--- src/rtl/mips_pkg.sv ---
// Shared definitions for the multicycle MIPS control path.
//   - opcode and funct field constants for the supported instruction subset
//   - 4-bit ALU control codes, shared with the ALU itself
//   - ALU operation class (aluop) codes used between the FSM and alu_decoder
//   - controller state encodings (also visible on the debug state port)
package mips_pkg;

  // Opcode field, instr[31:26]
  localparam logic [5:0] OP_RTYPE = 6'b000000;
  localparam logic [5:0] OP_LW    = 6'b100011;
  localparam logic [5:0] OP_SW    = 6'b101011;
  localparam logic [5:0] OP_BEQ   = 6'b000100;
  localparam logic [5:0] OP_ADDI  = 6'b001000;
  localparam logic [5:0] OP_J     = 6'b000010;

  // Funct field, instr[5:0], meaningful for R-type only
  localparam logic [5:0] FN_ADD = 6'b100000;
  localparam logic [5:0] FN_SUB = 6'b100010;
  localparam logic [5:0] FN_AND = 6'b100100;
  localparam logic [5:0] FN_OR  = 6'b100101;
  localparam logic [5:0] FN_SLT = 6'b101010;

  // ALU control codes
  localparam logic [3:0] ALU_ADD = 4'b0010;
  localparam logic [3:0] ALU_SUB = 4'b0110;
  localparam logic [3:0] ALU_AND = 4'b0000;
  localparam logic [3:0] ALU_OR  = 4'b0001;
  localparam logic [3:0] ALU_SLT = 4'b0111;

  // Operation class requested by the FSM; FUNCT defers to the funct field
  localparam logic [1:0] ALUOP_ADD   = 2'b00;
  localparam logic [1:0] ALUOP_SUB   = 2'b01;
  localparam logic [1:0] ALUOP_FUNCT = 2'b10;

  // Controller states. Codes 12-15 are unused and recover to FETCH.
  typedef enum logic [3:0] {
    S_FETCH   = 4'd0,
    S_DECODE  = 4'd1,
    S_MEMADR  = 4'd2,
    S_MEMRD   = 4'd3,
    S_MEMWB   = 4'd4,
    S_MEMWR   = 4'd5,
    S_RTYPEEX = 4'd6,
    S_RTYPEWB = 4'd7,
    S_BEQEX   = 4'd8,
    S_ADDIEX  = 4'd9,
    S_ADDIWB  = 4'd10,
    S_JEX     = 4'd11
  } state_t;

endpackage

--- src/rtl/alu_decoder.sv ---
// ALU control decoder.
//   aluop       in  2  operation class from the main FSM (add / sub / by funct)
//   funct       in  6  instr[5:0]
//   alucontrol  out 4  code for the ALU
//   funct_legal out 1  funct is one of the supported R-type operations,
//                      independent of aluop so DECODE can reject bad R-types
module alu_decoder
  import mips_pkg::*;
(
  input  logic [1:0] aluop,
  input  logic [5:0] funct,
  output logic [3:0] alucontrol,
  output logic       funct_legal
);

  logic [3:0] funct_alu;

  always_comb begin
    funct_alu   = ALU_ADD;
    funct_legal = 1'b1;
    case (funct)
      FN_ADD:  funct_alu = ALU_ADD;
      FN_SUB:  funct_alu = ALU_SUB;
      FN_AND:  funct_alu = ALU_AND;
      FN_OR:   funct_alu = ALU_OR;
      FN_SLT:  funct_alu = ALU_SLT;
      default: funct_legal = 1'b0;
    endcase
  end

  always_comb begin
    case (aluop)
      ALUOP_ADD:   alucontrol = ALU_ADD;
      ALUOP_SUB:   alucontrol = ALU_SUB;
      ALUOP_FUNCT: alucontrol = funct_alu;
      default:     alucontrol = ALU_ADD;
    endcase
  end

endmodule

--- src/rtl/mips_multicycle_ctrl.sv ---
// Moore-style main control FSM for the multicycle MIPS datapath.
// Sequences fetch / decode / execute / memory / writeback over a shared
// instruction+data memory with a ready handshake.
//   clk, reset   clock and synchronous active-high reset
//   opcode       instr[31:26] from the instruction register
//   funct        instr[5:0] from the instruction register
//   zero         ALU zero flag, used for beq
//   mem_ready    memory completes the current access this cycle
//   alucontrol   ALU operation code
//   alusrca      0=PC, 1=regA
//   alusrcb      00=regB, 01=4, 10=signimm, 11=signimm<<2
//   pcsrc        00=ALU result, 01=ALUOut, 10=jump address
//   pcen         PC load enable
//   iord         0=PC addresses memory, 1=ALUOut addresses memory
//   irwrite      instruction register load
//   memwrite     memory write strobe
//   regwrite     register file write
//   regdst       0=rt, 1=rd
//   memtoreg     0=ALUOut, 1=memory data
//   illegal_op   one-cycle pulse on an undecodable instruction
//   state        current state, for debug
module mips_multicycle_ctrl
  import mips_pkg::*;
#(
  parameter int OPW = 6,
  parameter int FNW = 6
) (
  input  logic           clk,
  input  logic           reset,
  input  logic [OPW-1:0] opcode,
  input  logic [FNW-1:0] funct,
  input  logic           zero,
  input  logic           mem_ready,
  output logic [3:0]     alucontrol,
  output logic           alusrca,
  output logic [1:0]     alusrcb,
  output logic [1:0]     pcsrc,
  output logic           pcen,
  output logic           iord,
  output logic           irwrite,
  output logic           memwrite,
  output logic           regwrite,
  output logic           regdst,
  output logic           memtoreg,
  output logic           illegal_op,
  output logic [3:0]     state
);

  state_t     state_reg;
  state_t     state_next;
  logic [1:0] aluop;
  logic       pcwrite;
  logic       branch;
  logic       funct_legal;

  alu_decoder u_alu_decoder (
    .aluop       (aluop),
    .funct       (funct),
    .alucontrol  (alucontrol),
    .funct_legal (funct_legal)
  );

  always_ff @(posedge clk) begin
    if (reset) begin
      state_reg <= S_FETCH;
    end else begin
      state_reg <= state_next;
    end
  end

  always_comb begin
    state_next = state_reg;
    aluop      = ALUOP_ADD;
    alusrca    = 1'b0;
    alusrcb    = 2'b00;
    pcsrc      = 2'b00;
    pcwrite    = 1'b0;
    branch     = 1'b0;
    iord       = 1'b0;
    irwrite    = 1'b0;
    memwrite   = 1'b0;
    regwrite   = 1'b0;
    regdst     = 1'b0;
    memtoreg   = 1'b0;
    illegal_op = 1'b0;

    case (state_reg)
      S_FETCH: begin
        // PC+4 computed every cycle; only committed once the read lands
        alusrcb = 2'b01;
        if (mem_ready) begin
          irwrite    = 1'b1;
          pcwrite    = 1'b1;
          state_next = S_DECODE;
        end
      end

      S_DECODE: begin
        // Branch target is precomputed into ALUOut while decoding
        alusrcb = 2'b11;
        case (opcode)
          OP_RTYPE: begin
            if (funct_legal) begin
              state_next = S_RTYPEEX;
            end else begin
              illegal_op = 1'b1;
              state_next = S_FETCH;
            end
          end
          OP_LW, OP_SW: state_next = S_MEMADR;
          OP_BEQ:       state_next = S_BEQEX;
          OP_ADDI:      state_next = S_ADDIEX;
          OP_J:         state_next = S_JEX;
          default: begin
            // Unknown opcode is dropped as a NOP
            illegal_op = 1'b1;
            state_next = S_FETCH;
          end
        endcase
      end

      S_MEMADR: begin
        alusrca    = 1'b1;
        alusrcb    = 2'b10;
        state_next = (opcode == OP_LW) ? S_MEMRD : S_MEMWR;
      end

      S_MEMRD: begin
        iord = 1'b1;
        if (mem_ready) begin
          state_next = S_MEMWB;
        end
      end

      S_MEMWB: begin
        memtoreg   = 1'b1;
        regwrite   = 1'b1;
        state_next = S_FETCH;
      end

      S_MEMWR: begin
        // Strobe held until the memory accepts; leaving on mem_ready
        // guarantees the store is accepted exactly once
        iord     = 1'b1;
        memwrite = 1'b1;
        if (mem_ready) begin
          state_next = S_FETCH;
        end
      end

      S_RTYPEEX: begin
        alusrca    = 1'b1;
        aluop      = ALUOP_FUNCT;
        state_next = S_RTYPEWB;
      end

      S_RTYPEWB: begin
        regdst     = 1'b1;
        regwrite   = 1'b1;
        state_next = S_FETCH;
      end

      S_BEQEX: begin
        alusrca    = 1'b1;
        aluop      = ALUOP_SUB;
        pcsrc      = 2'b01;
        branch     = 1'b1;
        state_next = S_FETCH;
      end

      S_ADDIEX: begin
        alusrca    = 1'b1;
        alusrcb    = 2'b10;
        state_next = S_ADDIWB;
      end

      S_ADDIWB: begin
        regwrite   = 1'b1;
        state_next = S_FETCH;
      end

      S_JEX: begin
        pcsrc      = 2'b10;
        pcwrite    = 1'b1;
        state_next = S_FETCH;
      end

      default: state_next = S_FETCH;
    endcase

    // Reset overrides everything combinationally so an in-flight store or
    // register write is killed in the very cycle reset is seen.
    if (reset) begin
      state_next = S_FETCH;
      aluop      = ALUOP_ADD;
      alusrca    = 1'b0;
      alusrcb    = 2'b01;
      pcsrc      = 2'b00;
      pcwrite    = 1'b0;
      branch     = 1'b0;
      iord       = 1'b0;
      irwrite    = 1'b0;
      memwrite   = 1'b0;
      regwrite   = 1'b0;
      regdst     = 1'b0;
      memtoreg   = 1'b0;
      illegal_op = 1'b0;
    end
  end

  assign pcen  = pcwrite | (branch & zero);
  assign state = state_reg;

endmodule

--- config.mk ---
export PLATFORM = sky130hd
export DESIGN_NAME = mips_multicycle_ctrl
export DESIGN_NICKNAME = d
export VERILOG_FILES = /design/src/rtl/mips_pkg.sv /design/src/rtl/alu_decoder.sv /design/src/rtl/mips_multicycle_ctrl.sv
export SDC_FILE = /design/constraint.sdc
export NUM_CORES = 1
export LEC_CHECK = 0
export ABC_AREA = 1
export ABC_CLOCK_PERIOD_IN_PS = 4100
export CAP_MARGIN = 20
export CELL_PAD_IN_SITES_DETAIL_PLACEMENT = 1
export CELL_PAD_IN_SITES_GLOBAL_PLACEMENT = 1
export CORE_MARGIN = 10
export CORE_UTILIZATION = 25
export DETAILED_ROUTE_END_ITERATION = 10
export PLACE_DENSITY = 0.81
export SLEW_MARGIN = 30
export SYNTH_ARGS = -nofsm -noshare
export SYNTH_HDL_FRONTEND = slang
export SYNTH_SLANG_ARGS = --single-unit
--- constraint.sdc ---
create_clock -name clk -period 4.1 [get_ports clk]
set_input_delay 0.82 -clock clk [delete_from_list [all_inputs] [get_ports clk]]
set_output_delay 0.82 -clock clk [all_outputs]
set_load 0.05 [all_outputs]
==> results.py <==
metrics = {
    "critical_path": {
        "criticalPathCategory": "in2out",
        "cp-end-kind": "output port",
        "arrival_ps": 2770,
        "worstPathMaxFanout": 3,
        "cp_data_required_time_ps": 3280,
        "start_kind": "input pin",
    },
    "clocking": {
        "root_buffer": "clkbuf_4",
        "cts_tree": "yes",
        "cts_buffers": 3,
        "clkTransAtPathRegs_ps": 40,
        "cts_resized": 0,
        "htree_levels": 1,
        "cts.sinks": 4,
        "clk-insertion-delay-late_ps": 230,
        "cts_setup_buffers": 0,
        "holdBufCountCts": 0,
        "cts_buffer_depth": 2,
    },
    "global_routing": {
        "track_usage_pct": 9.28,
        "grt_overflow": 0,
        "antenna_found_initial": 0,
        "grt_pass1_vias": 992,
        "grt_pass1_wl_mm": 4.13,
        "grt_start_max_net_pins": 9,
    },
    "synth": {
        "synth_seq_cells": 4,
        "netlist_instances": 124,
        "ys_types": 26,
        "yosysWarnings": 0,
        "syn_avg_cell_area_um2": 5.31,
        "syn-cell-area_um2": 658,
        "synthesis.nets": 142,
        "seq_area_frac_synth_pct": 12.2,
    },
    "sta": {
        "fin_crit_sh_pct": 87.5,
        "hold_viol": 0,
        "skew_ps": 2.71,
        "rsz0062_at_grt": "false",
        "drv_slew": 0,
        "setup_tns_ps": 0,
        "final.min_clock_period_ps": 3590,
        "fmax_mhz": 279,
        "tightestPinTransition_ps": 509,
        "relSlewSlack_pct": 65.9,
        "setup_viol": 0,
    },
    "cells_and_area": {
        "final_layout_size_suffix_gt1_share_pct": 15.5,
        "syn2layout_area_growth_pct": 66.2,
        "antennaDiodeCount": 0,
        "final_nets": 181,
        "layout_common_cells": "clkdlybuf4s50_1 (32), nand2_1 (31), nor2_1 (22)",
        "final_cells": 191,
        "largest_register_ff_count": 4,
        "final_common_cell": "clkdlybuf4s50_1",
    },
    "run": {
        "drv_cap": 0,
    },
    "floorplanning": {
        "rows": 18,
        "ios": 37,
        "design.core.area_um2": 2500,
        "die_w_um": 71.3,
        "die_y_um": 71.3,
        "die-area_um2": 5090,
        "start_util_pct": 26.3,
    },
    "pwr": {
        "vdd_ir_drop_max_v": 0.000118,
        "p_leak_nw": 0.497,
        "p_per_area_nw_per_um2": 145,
    },
    "placement": {
        "place_inst": 188,
        "place_hpwl_mm": 2.22,
        "io_buffer_count": 35,
        "gp_congestion": 0.854,
    },
    "outcome": {
        "outcome": "finished clean",
    },
    "route": {
        "drt_iter0_markers": 22,
        "firstDrtPassIters": 4,
        "wirelength_mm": 2.51,
        "wire_per_inst_um": 13.2,
        "avgViaCountPerCell": 4.80,
        "via_count": 917,
        "drc": 0,
        "ant_nets": 0,
    },
    "min_path": {
        "worst_hold_path_type": "reg2reg",
    },
}
## routing by layer
layer	GRT usage [%]	wire length [um]
met1	9.39	1040
met2	17.5	1270
met3	3.03	181
met4	2.80	15
met5	0	0
## worst max-delay path: stages
cell,delay [ps]
clkdlybuf4s50_1,520
nor2_1,80
nand3_1,80
nand2_1,70
nand2_1,70
nand3_1,80
nor3b_1,200
clkdlybuf4s50_1,840
## cell type report
class	count	area, um2
Fill cell	348	1410
Multi-Input combinational cell	94	475
Timing Repair Buffer	36	388
Tap cell	30	37.5
Inverter	24	90.1
Sequential cell	4	80.1
Clock buffer	3	22.5
## Yosys cell counts
| master | n | share of area [%] |
|---|---|---|
| nor4_2 | 1 | 1.9 |
| o21ai_1 | 1 | 0.76 |
| nor2_2 | 3 | 2.9 |
| o21ai_2 | 1 | 1.3 |
| o211ai_1 | 2 | 2.3 |
| a211o_1 | 1 | 1.3 |
| nor2_1 | 22 | 13 |
| nand4_1 | 2 | 1.9 |
| dfxtp_1 | 4 | 12 |
| inv_2 | 8 | 4.6 |
| nand2_1 | 31 | 18 |
| nor4_1 | 1 | 0.95 |
| o21ai_0 | 1 | 0.76 |
| nor3b_1 | 1 | 1.1 |
| buf_2 | 1 | 0.76 |
| o221a_2 | 1 | 1.7 |
| conb_1 | 1 | 0.57 |
| buf_4 | 1 | 1.1 |
| a21oi_1 | 5 | 3.8 |
| o22ai_1 | 1 | 0.95 |
| a21oi_2 | 2 | 2.7 |
| nand3_1 | 13 | 9.9 |
| nand2_2 | 1 | 0.95 |
| inv_1 | 16 | 9.1 |
| ha_1 | 2 | 3.8 |
| nor3_4 | 1 | 2.5 |
## worst paths after layout
check | start | to | slack [ps] | cells past startpoint
max | funct[0] | illegal_op | 510 | 8
min | state[2]$_SDFFE_PP0P_ | state[3]$_SDFFE_PP0P_ | 680 | 3
max reg2reg | state[1]$_SDFFE_PP0P_ | state[2]$_SDFFE_PP0P_ | 2790 | 6
min reg2reg | state[2]$_SDFFE_PP0P_ | state[3]$_SDFFE_PP0P_ | 680 | 3
## where the power goes
group	switching [mW]	leakage [nW]	internal, mW	total [mW]
clock network	0.0137	0.0138	0.0326	0.0463
registers	0.00156	0.0325	0.0403	0.0419
logic	0.0420	0.451	0.0286	0.0706
## cells by family after synthesis
kind of cell,share of synthesized area [%]
fa+ha+maj,3.80
other cells,0.570
compound gates,15.6
buf+inv,15.6
flops,12.2
simple gates,52.3
## per-stage QoR
stage	power [mW]	hold WS, ps	utilization (%)	setup WS (ps)	area (um2)
3_5_place_dp	0.113	680	42.8	529	1070
3_3_place_gp	0.111	676	42.8	564	1070
2_1_floorplan	0.0827	876	-	65.8	658
4_1_cts	0.161	687	43.7	512	1090
6_report	0.159	677	43.7	511	1090
5_1_grt	0.169	729	43.7	381	1090
Note: power is estimated with default switching activity, not from simulation.
